--- src/rtl/lsu_mem_ctrl.sv ---
// Load/store unit placed in front of a 32-bit, word-addressed data memory
// that has a registered read port. It takes one load or store at a time,
// computes rs1 + sext(imm), and checks the access for faults. It then drives
// the memory ports. Byte and halfword stores use a read-modify-write. Loads
// return their data sign- or zero-extended.
//
// Handshakes (both sides): a transfer happens on a rising edge where valid
// and ready are both high. Once the unit asserts resp_valid, resp_valid and
// resp_data/resp_rd/resp_fault hold steady until resp_ready is seen. The
// unit asserts req_ready only in IDLE, so at most one operation is in flight.
module lsu_mem_ctrl #(
  parameter int          ADDR_W    = 5,
  parameter int          DATA_W    = 32,
  parameter logic [31:0] BASE_ADDR = 32'h0000_0000
) (
  input  logic              clk,
  input  logic              rst,
  input  logic              req_valid,
  output logic              req_ready,
  input  logic              req_is_store,
  input  logic [2:0]        req_funct3,
  input  logic [31:0]       req_rs1,
  input  logic [11:0]       req_imm,
  input  logic [DATA_W-1:0] req_rs2,
  input  logic [4:0]        req_rd,
  output logic              resp_valid,
  input  logic              resp_ready,
  output logic [DATA_W-1:0] resp_data,
  output logic [4:0]        resp_rd,
  output logic              resp_fault,
  output logic              wr_en,
  output logic [ADDR_W-1:0] wr_addr,
  output logic [DATA_W-1:0] wr_data,
  output logic              rd_en,
  output logic [ADDR_W-1:0] rd_addr,
  input  logic [DATA_W-1:0] rd_data,
  output logic [2:0]        dbg_state
);

  typedef enum logic [2:0] {
    S_IDLE     = 3'd0,
    S_RD_ISSUE = 3'd1,
    S_RD_WAIT  = 3'd2,
    S_WR_ISSUE = 3'd3,
    S_RESP     = 3'd4
  } state_t;

  // Memory size in bytes. It is one bit wider than the offset so that the
  // range compare also works when the memory spans the full 32-bit space.
  localparam logic [32:0] MEM_BYTES = 33'd4 << ADDR_W;

  state_t r_state, w_state_nxt;

  // Request fields captured at accept and used by the later states.
  logic              r_is_store;
  logic [2:0]        r_funct3;
  logic [15:0]       r_rs2;
  logic [1:0]        r_lane;
  logic [ADDR_W-1:0] r_index;

  // Registered outputs.
  logic              r_resp_valid, r_resp_fault, r_wr_en, r_rd_en;
  logic [DATA_W-1:0] r_resp_data, r_wr_data;
  logic [4:0]        r_resp_rd;
  logic [ADDR_W-1:0] r_wr_addr, r_rd_addr;

  logic              w_resp_valid_nxt, w_resp_fault_nxt, w_wr_en_nxt, w_rd_en_nxt;
  logic [DATA_W-1:0] w_resp_data_nxt, w_wr_data_nxt;
  logic [4:0]        w_resp_rd_nxt;
  logic [ADDR_W-1:0] w_wr_addr_nxt, w_rd_addr_nxt;
  logic              w_accept;

  // Address and fault decode for the request currently on the input.
  logic [31:0]       w_ea, w_off;
  logic              w_oor, w_misal, w_bad_f3, w_fault;
  logic [ADDR_W-1:0] w_index;

  assign w_ea    = req_rs1 + {{20{req_imm[11]}}, req_imm};
  assign w_off   = w_ea - BASE_ADDR;
  assign w_index = w_off[ADDR_W+1:2];
  assign w_oor   = {1'b0, w_off} >= MEM_BYTES;
  assign w_misal = ((req_funct3[1:0] == 2'b01) && w_off[0]) ||
                   ((req_funct3[1:0] == 2'b10) && (w_off[1:0] != 2'b00));
  // Legal loads: LB/LH/LW/LBU/LHU. Legal stores: SB/SH/SW.
  assign w_bad_f3 = req_is_store ? (req_funct3[2] || (req_funct3[1:0] == 2'b11))
                                 : ((req_funct3[1:0] == 2'b11) || (req_funct3 == 3'b110));
  assign w_fault  = w_oor || w_misal || w_bad_f3;

  assign req_ready = (r_state == S_IDLE) && !rst;
  assign w_accept  = req_valid && req_ready;

  // Lane extraction for loads and lane merge for sub-word stores, both taken
  // from the word the memory returns in RD_WAIT.
  logic [7:0]        w_byte;
  logic [15:0]       w_half;
  logic [DATA_W-1:0] w_load, w_merged;

  // Extend the loaded lane, and build the merged write word for SB/SH.
  always_comb begin
    w_byte   = rd_data[{r_lane, 3'b000} +: 8];
    w_half   = rd_data[{r_lane[1], 4'b0000} +: 16];
    w_load   = rd_data;
    w_merged = rd_data;
    case (r_funct3[1:0])
      2'b00: begin
        w_load = {{24{w_byte[7] & ~r_funct3[2]}}, w_byte};
        w_merged[{r_lane, 3'b000} +: 8] = r_rs2[7:0];
      end
      2'b01: begin
        w_load = {{16{w_half[15] & ~r_funct3[2]}}, w_half};
        w_merged[{r_lane[1], 4'b0000} +: 16] = r_rs2;
      end
      default: ;
    endcase
  end

  // Next state and next values of all registered outputs.
  always_comb begin
    w_state_nxt      = r_state;
    w_resp_valid_nxt = r_resp_valid;
    w_resp_fault_nxt = r_resp_fault;
    w_resp_data_nxt  = r_resp_data;
    w_resp_rd_nxt    = r_resp_rd;
    w_wr_en_nxt      = 1'b0;
    w_rd_en_nxt      = 1'b0;
    w_wr_addr_nxt    = r_wr_addr;
    w_wr_data_nxt    = r_wr_data;
    w_rd_addr_nxt    = r_rd_addr;
    case (r_state)
      S_IDLE: begin
        if (w_accept) begin
          w_resp_rd_nxt    = req_rd;
          w_resp_data_nxt  = '0;
          w_resp_fault_nxt = w_fault;
          if (w_fault) begin
            w_resp_valid_nxt = 1'b1;
            w_state_nxt      = S_RESP;
          end else if (req_is_store && (req_funct3[1:0] == 2'b10)) begin
            w_wr_en_nxt   = 1'b1;
            w_wr_addr_nxt = w_index;
            w_wr_data_nxt = req_rs2;
            w_state_nxt   = S_WR_ISSUE;
          end else begin
            // Loads and sub-word stores both start with a read.
            w_rd_en_nxt   = 1'b1;
            w_rd_addr_nxt = w_index;
            w_state_nxt   = S_RD_ISSUE;
          end
        end
      end
      S_RD_ISSUE: w_state_nxt = S_RD_WAIT;
      S_RD_WAIT: begin
        if (r_is_store) begin
          w_wr_en_nxt   = 1'b1;
          w_wr_addr_nxt = r_index;
          w_wr_data_nxt = w_merged;
          w_state_nxt   = S_WR_ISSUE;
        end else begin
          w_resp_data_nxt  = w_load;
          w_resp_valid_nxt = 1'b1;
          w_state_nxt      = S_RESP;
        end
      end
      S_WR_ISSUE: begin
        w_resp_valid_nxt = 1'b1;
        w_state_nxt      = S_RESP;
      end
      S_RESP: begin
        if (resp_ready) begin
          w_resp_valid_nxt = 1'b0;
          w_state_nxt      = S_IDLE;
        end
      end
      default: w_state_nxt = S_IDLE;
    endcase
  end

  // State register.
  always_ff @(posedge clk or posedge rst) begin
    if (rst) r_state <= S_IDLE;
    else     r_state <= w_state_nxt;
  end

  // Capture the request fields that later states need.
  always_ff @(posedge clk or posedge rst) begin
    if (rst) begin
      r_is_store <= 1'b0;
      r_funct3   <= 3'b000;
      r_rs2      <= '0;
      r_lane     <= 2'b00;
      r_index    <= '0;
    end else if (w_accept) begin
      r_is_store <= req_is_store;
      r_funct3   <= req_funct3;
      r_rs2      <= req_rs2[15:0];
      r_lane     <= w_off[1:0];
      r_index    <= w_index;
    end
  end

  // Output registers. Reset clears them at once, which drops any
  // operation that is in flight.
  always_ff @(posedge clk or posedge rst) begin
    if (rst) begin
      r_resp_valid <= 1'b0;
      r_resp_fault <= 1'b0;
      r_resp_data  <= '0;
      r_resp_rd    <= '0;
      r_wr_en      <= 1'b0;
      r_wr_addr    <= '0;
      r_wr_data    <= '0;
      r_rd_en      <= 1'b0;
      r_rd_addr    <= '0;
    end else begin
      r_resp_valid <= w_resp_valid_nxt;
      r_resp_fault <= w_resp_fault_nxt;
      r_resp_data  <= w_resp_data_nxt;
      r_resp_rd    <= w_resp_rd_nxt;
      r_wr_en      <= w_wr_en_nxt;
      r_wr_addr    <= w_wr_addr_nxt;
      r_wr_data    <= w_wr_data_nxt;
      r_rd_en      <= w_rd_en_nxt;
      r_rd_addr    <= w_rd_addr_nxt;
    end
  end

  assign resp_valid = r_resp_valid;
  assign resp_fault = r_resp_fault;
  assign resp_data  = r_resp_data;
  assign resp_rd    = r_resp_rd;
  assign wr_en      = r_wr_en;
  assign wr_addr    = r_wr_addr;
  assign wr_data    = r_wr_data;
  assign rd_en      = r_rd_en;
  assign rd_addr    = r_rd_addr;
  assign dbg_state  = r_state;

endmodule

--- config.mk ---
export PLATFORM = sky130hd
export DESIGN_NAME = lsu_mem_ctrl
export DESIGN_NICKNAME = d
export VERILOG_FILES = /design/src/rtl/lsu_mem_ctrl.sv
export SDC_FILE = /design/constraint.sdc
export NUM_CORES = 1
export LEC_CHECK = 0
export ABC_CLOCK_PERIOD_IN_PS = 4000
export CELL_PAD_IN_SITES_DETAIL_PLACEMENT = 0
export CELL_PAD_IN_SITES_GLOBAL_PLACEMENT = 1
export CORE_MARGIN = 1
export CORE_UTILIZATION = 45
export DETAILED_ROUTE_END_ITERATION = 8
export DONT_BUFFER_PORTS = 1
export HOLD_SLACK_MARGIN = 0.03
export PLACE_DENSITY = 0.79
export SYNTH_ARGS = -nofsm -noshare
export SYNTH_HDL_FRONTEND = slang
export SYNTH_SLANG_ARGS = --single-unit
--- constraint.sdc ---
create_clock -name clk -period 4 [get_ports clk]
set_input_delay 0.4 -clock clk [delete_from_list [all_inputs] [get_ports clk]]
set_output_delay 0.4 -clock clk [all_outputs]
set_load 0.1 [all_outputs]
==> report_table.html <==
<table>
<tr><th>Metric</th><th>Value</th></tr>
<tr><th colspan="2">Floorplanning</th></tr>
<tr><td>Die footprint</td><td>22470 sq um</td></tr>
<tr><td>Starting density of the core</td><td>0.4640</td></tr>
<tr><td>Overall die height</td><td>149.9 microns</td></tr>
<tr><td>Count of standard-cell rows</td><td>53</td></tr>
<tr><td>Die Wd</td><td>149.9 microns</td></tr>
<tr><td>Number of top-level pins</td><td>208</td></tr>
<tr><td>Core region area</td><td>21220 sq um</td></tr>
<tr><th colspan="2">Global routing</th></tr>
<tr><td>Vias in the first global route</td><td>9229</td></tr>
<tr><td>Pin count of the biggest net entering global routing</td><td>70</td></tr>
<tr><td>Tot GR Track Use</td><td>0.3061</td></tr>
<tr><td>First-pass GRT wire length</td><td>53070 microns</td></tr>
<tr><td>Number of antenna violations at the first check in global routing</td><td>0</td></tr>
<tr><td>Final global-route overflow total</td><td>0</td></tr>
<tr><th colspan="2">Timing</th></tr>
<tr><td>Transition at the pin with the smallest max-transition slack</td><td>1110 ps</td></tr>
<tr><td>Setup TNS after final layout</td><td>0 ps</td></tr>
<tr><td>Final Cycle Share</td><td>0.8837</td></tr>
<tr><td>Setup-failing EPs final</td><td>0</td></tr>
<tr><td>Relative slew slack</td><td>0.2575</td></tr>
<tr><td>Clock skew</td><td>7.180 ps</td></tr>
<tr><td>Fmax</td><td>282.9 MHz</td></tr>
<tr><td>Final number of hold-violating endpoints</td><td>0</td></tr>
<tr><td>Final critical path time including I/O delays and setup</td><td>3535 ps</td></tr>
<tr><td>Setup repair after global routing missed its margin</td><td>no</td></tr>
<tr><td>Final-report max-slew violation count</td><td>0</td></tr>
<tr><th colspan="2">Logic synthesis</th></tr>
<tr><td>Post-Syn Area</td><td>9846 sq um</td></tr>
<tr><td>Share of synthesized area occupied by flip-flops and latches</td><td>0.2872</td></tr>
<tr><td>Share of the synthesized area in the top cell type</td><td>0.2872</td></tr>
<tr><td>Most frequent cell after synthesis</td><td>sky130_fd_sc_hd__nand2_1</td></tr>
<tr><td>Count of flip-flops with a built-in enable after synthesis</td><td>0</td></tr>
<tr><td>Gate Count Post-Synth</td><td>1257</td></tr>
<tr><td>Largest cells by area after synthesis</td><td>sky130_fd_sc_hd__dfrtp_1 29%, sky130_fd_sc_hd__nand2_1 7.4%, sky130_fd_sc_hd__o21ai_0 4.7%</td></tr>
<tr><td>Cell type with the largest total area after synthesis</td><td>sky130_fd_sc_hd__dfrtp_1</td></tr>
<tr><td>Yosys reg bits</td><td>113</td></tr>
<tr><td>Yosys warning total</td><td>0</td></tr>
<tr><td>Synth top cells by count</td><td>193 x sky130_fd_sc_hd__nand2_1, 113 x sky130_fd_sc_hd__dfrtp_1, 96 x sky130_fd_sc_hd__clkbuf_1</td></tr>
<tr><td>Distinct cell type count of the synthesized netlist</td><td>77</td></tr>
<tr><td>Ys async rst share</td><td>1.000</td></tr>
<tr><td>Main flop type after synthesis</td><td>sky130_fd_sc_hd__dfrtp_1</td></tr>
<tr><td>Mean instance size in the synthesized netlist</td><td>7.833 sq um</td></tr>
<tr><td>Post-Synthesis Net Count</td><td>1415</td></tr>
<tr><th colspan="2">Hold path</th></tr>
<tr><td>Worst hold path type</td><td>in -&gt; reg</td></tr>
<tr><th colspan="2">Placed design</th></tr>
<tr><td>Number of buffers added on ports</td><td>0</td></tr>
<tr><td>Routability Congestion</td><td>0.9531</td></tr>
<tr><td>DP HPWL</td><td>24380 microns</td></tr>
<tr><td>Placed Area</td><td>about 10000 sq um</td></tr>
<tr><th colspan="2">Cells and area</th></tr>
<tr><td>Ant. Diodes</td><td>0</td></tr>
<tr><td>Fraction of final layout cells with drive strength greater than 1</td><td>0.1034</td></tr>
<tr><td>Post-layout nets</td><td>1354</td></tr>
<tr><td>Design area</td><td>10640 sq um</td></tr>
<tr><td>Number of fillers in the final layout</td><td>2109</td></tr>
<tr><td>Synth-to-Final Area Change</td><td>8.108%</td></tr>
<tr><th colspan="2">Power and ir drop</th></tr>
<tr><td>Clk pwr share</td><td>0.371</td></tr>
<tr><td>Leakage component of the power</td><td>4.320 nW</td></tr>
<tr><td>Max rail drop VDD</td><td>about 270 uV</td></tr>
<tr><td>Power share of the combinational group</td><td>0.291</td></tr>
<tr><td>Net switching power of the design</td><td>approximately 1.6 mW</td></tr>
<tr><td>Internal portion of total power</td><td>around 2.5 mW</td></tr>
<tr><td>Power density over the cells</td><td>390.0 nW/um^2</td></tr>
<tr><td>Sw frac</td><td>0.3871</td></tr>
<tr><td>Sequential cell fraction of total power</td><td>0.338</td></tr>
<tr><th colspan="2">Routing</th></tr>
<tr><td>Detailed-route vias per instance</td><td>6.758</td></tr>
<tr><td>Total wirelength of the detailed-routed design</td><td>34140 microns</td></tr>
<tr><td>Total via count after detailed routing</td><td>about 10000</td></tr>
<tr><td>Drt drc</td><td>0</td></tr>
<tr><td>Length of the first detailed-routing pass in iterations</td><td>5</td></tr>
<tr><td>Initial DRC count</td><td>~900</td></tr>
<tr><td>Post-route ant nets</td><td>0</td></tr>
<tr><td>Routed length per instance</td><td>between 20 and 25 microns</td></tr>
<tr><th colspan="2">CTS</th></tr>
<tr><td>Clock Tree Root</td><td>sky130_fd_sc_hd__clkbuf_16</td></tr>
<tr><td>Number of gates resized after CTS</td><td>0</td></tr>
<tr><td>Number of buffers inserted by post-CTS setup repair</td><td>0</td></tr>
<tr><td>Hold buffer count at CTS</td><td>0</td></tr>
<tr><td>CTS max path bufs</td><td>2</td></tr>
<tr><td>CTS H-Tree Depth</td><td>4</td></tr>
<tr><td>Clock latency on the worst-skew pair</td><td>440 ps</td></tr>
<tr><td>Sinks on Clock Net</td><td>approximately 110</td></tr>
<tr><td>Clock-pin slew on the worst setup and hold paths</td><td>60 ps</td></tr>
<tr><td>Num CTS Buffers</td><td>17</td></tr>
<tr><td>Clock tree from TritonCTS</td><td>yes</td></tr>
<tr><th colspan="2">Critical path</th></tr>
<tr><td>Max FO, Critical Path</td><td>40</td></tr>
<tr><td>Required time at the worst-slack endpoint</td><td>roughly 4400 ps</td></tr>
<tr><td>Worst setup path category</td><td>in -&gt; reg</td></tr>
<tr><td>Critical path launch point type</td><td>input pin</td></tr>
<tr><td>Critical Path Sink Type</td><td>flop</td></tr>
<tr><td>Arrival time of data at the critical path endpoint</td><td>3890 ps</td></tr>
<tr><th colspan="2">Status</th></tr>
<tr><td>Run status</td><td>complete, no violations</td></tr>
<tr><th colspan="2">Flow run</th></tr>
<tr><td>Max-capacitance violation count</td><td>0</td></tr>
</table>
## critical path, cell delays in order
cell and delay [ps]:
sky130_fd_sc_hd__ha_1 220, sky130_fd_sc_hd__fa_1 420, sky130_fd_sc_hd__a21o_1 230, sky130_fd_sc_hd__a221oi_1 390, sky130_fd_sc_hd__o21ai_1 150, sky130_fd_sc_hd__xor2_1 160
sky130_fd_sc_hd__nor4_1 370, sky130_fd_sc_hd__nand4_1 160, sky130_fd_sc_hd__or3_4 390, sky130_fd_sc_hd__buf_4 280, sky130_fd_sc_hd__nor4b_4 320, sky130_fd_sc_hd__buf_4 200
sky130_fd_sc_hd__mux2i_1 190
## sequential cells by signal (all words and copies together) (netlist names), 2 cells and up
| name | flops |
|---|---|
| wr_addr | 5 |
| r_rs2 | 16 |
| r_index | 5 |
| r_lane | 2 |
| resp_rd | 5 |
| r_funct3 | 3 |
| dbg_state | 3 |
| wr_data | 32 |
| resp_data | 32 |
| rd_addr | 5 |
## final cells by class
| cell class | count | area [sq um] | share of cell area |
|---|---|---|---|
| Clock inverter | 15 | 162.7 | 0.01528 |
| Timing Repair Buffer | 38 | 310.3 | 0.02915 |
| Tap cell | 275 | 344.1 | 0.03233 |
| Inverter | 23 | 90.09 | 0.008464 |
| Sequential cell | 113 | 2829 | 0.2658 |
| Multi-Input combinational cell | 1003 | 6482 | 0.6090 |
| Clock buffer | 17 | 425.4 | 0.03997 |
## metrics by stage
stage | instances | utilization | hold WS (ps) | setup slack (ps) | total power [mW]
2_1_floorplan | 1257 | - | 449.7 | 228.8 | 2.274
3_3_place_gp | 1452 | 0.4739 | 462.1 | 73.57 | 2.583
3_5_place_dp | 1452 | 0.4739 | 474.2 | 4.366 | 2.592
4_1_cts | 1484 | 0.5016 | 63.93 | 451.0 | 4.130
5_1_grt | 1484 | 0.5016 | 60.38 | 246.9 | 4.344
6_report | 1484 | 0.5016 | 72.19 | 465.2 | 4.151
## power groups by stage
stage	clock [mW]	combinational, mW	sequential, mW
2_1_floorplan	0	0.894	1.38
3_3_place_gp	0	1.17	1.42
3_5_place_dp	0	1.18	1.42
4_1_cts	1.55	1.18	1.40
5_1_grt	1.61	1.32	1.41
6_report	1.54	1.21	1.40
## worst paths after layout
path | slack (ps) | startpoint | to | cells past startpoint
worst min register to register | 480 | r_index[3]$_DFFE_PP0P_ | r_index[3]$_DFFE_PP0P_ | 2
worst min-delay path | 70 | req_rd[2] | resp_rd[2]$_DFFE_PP0P_ | 2
max in group asynchronous | 2610 | rst | resp_data[18]$_DFFE_PP0P_ | 3
worst max register to register | 630 | r_lane[0]$_DFFE_PP0P_ | wr_data[31]$_DFFE_PP0P_ | 9
min in group asynchronous | 80 | rst | resp_data[10]$_DFFE_PP0P_ | 2
worst max-delay path | 470 | req_rs1[0] | rd_addr[2]$_DFFE_PP0P_ | 13
## cell families (layout without fill, tap and decap cells)
kind of cell    after synthesis  after routing  synth area share
compound gates              471            471            0.3328
simple gates                452            452            0.2300
buf+inv                     141             93           0.05884
flops                       113            113            0.2872
fa+ha+maj                    37             37           0.04778
mux                          23             23           0.02554
xor+xnor                     20             20           0.01779
## layer usage
layer,up-vias,GRT usage,part of all wire
met5,-,0,0
met3,50,0.09390,0.10
met2,452,0.4593,0.45
met4,0,0.1025,0.024
li1,4650,-,-
met1,4877,0.4146,0.43
## cells in the final DEF (no fill, tap or decap), drive strengths merged, types with 8 or more instances in the layout
cell type / Yosys / final
a21o: 9 / 9
a21oi: 83 / 83
a221o: 9 / 9
a221oi: 12 / 12
a22o: 20 / 20
a22oi: 17 / 17
a2bb2oi: 8 / 8
a31oi: 41 / 41
buf: 22 / 38
clkbuf: 96 / 17
dfrtp: 113 / 113
ha: 36 / 36
inv: 23 / 24
mux2i: 15 / 15
nand2: 193 / 193
nand2b: 14 / 14
nand3: 48 / 48
nand3b: 9 / 9
nand4: 13 / 13
nor2: 57 / 57
nor2b: 17 / 17
nor3: 12 / 12
nor4: 19 / 19
o211ai: 74 / 74
o21ai: 105 / 105
o22ai: 14 / 14
o311ai: 26 / 26
or3: 27 / 27
or4b: 14 / 14
xnor2: 12 / 12
xor2: 8 / 8
(Power assumes the default switching activity.)
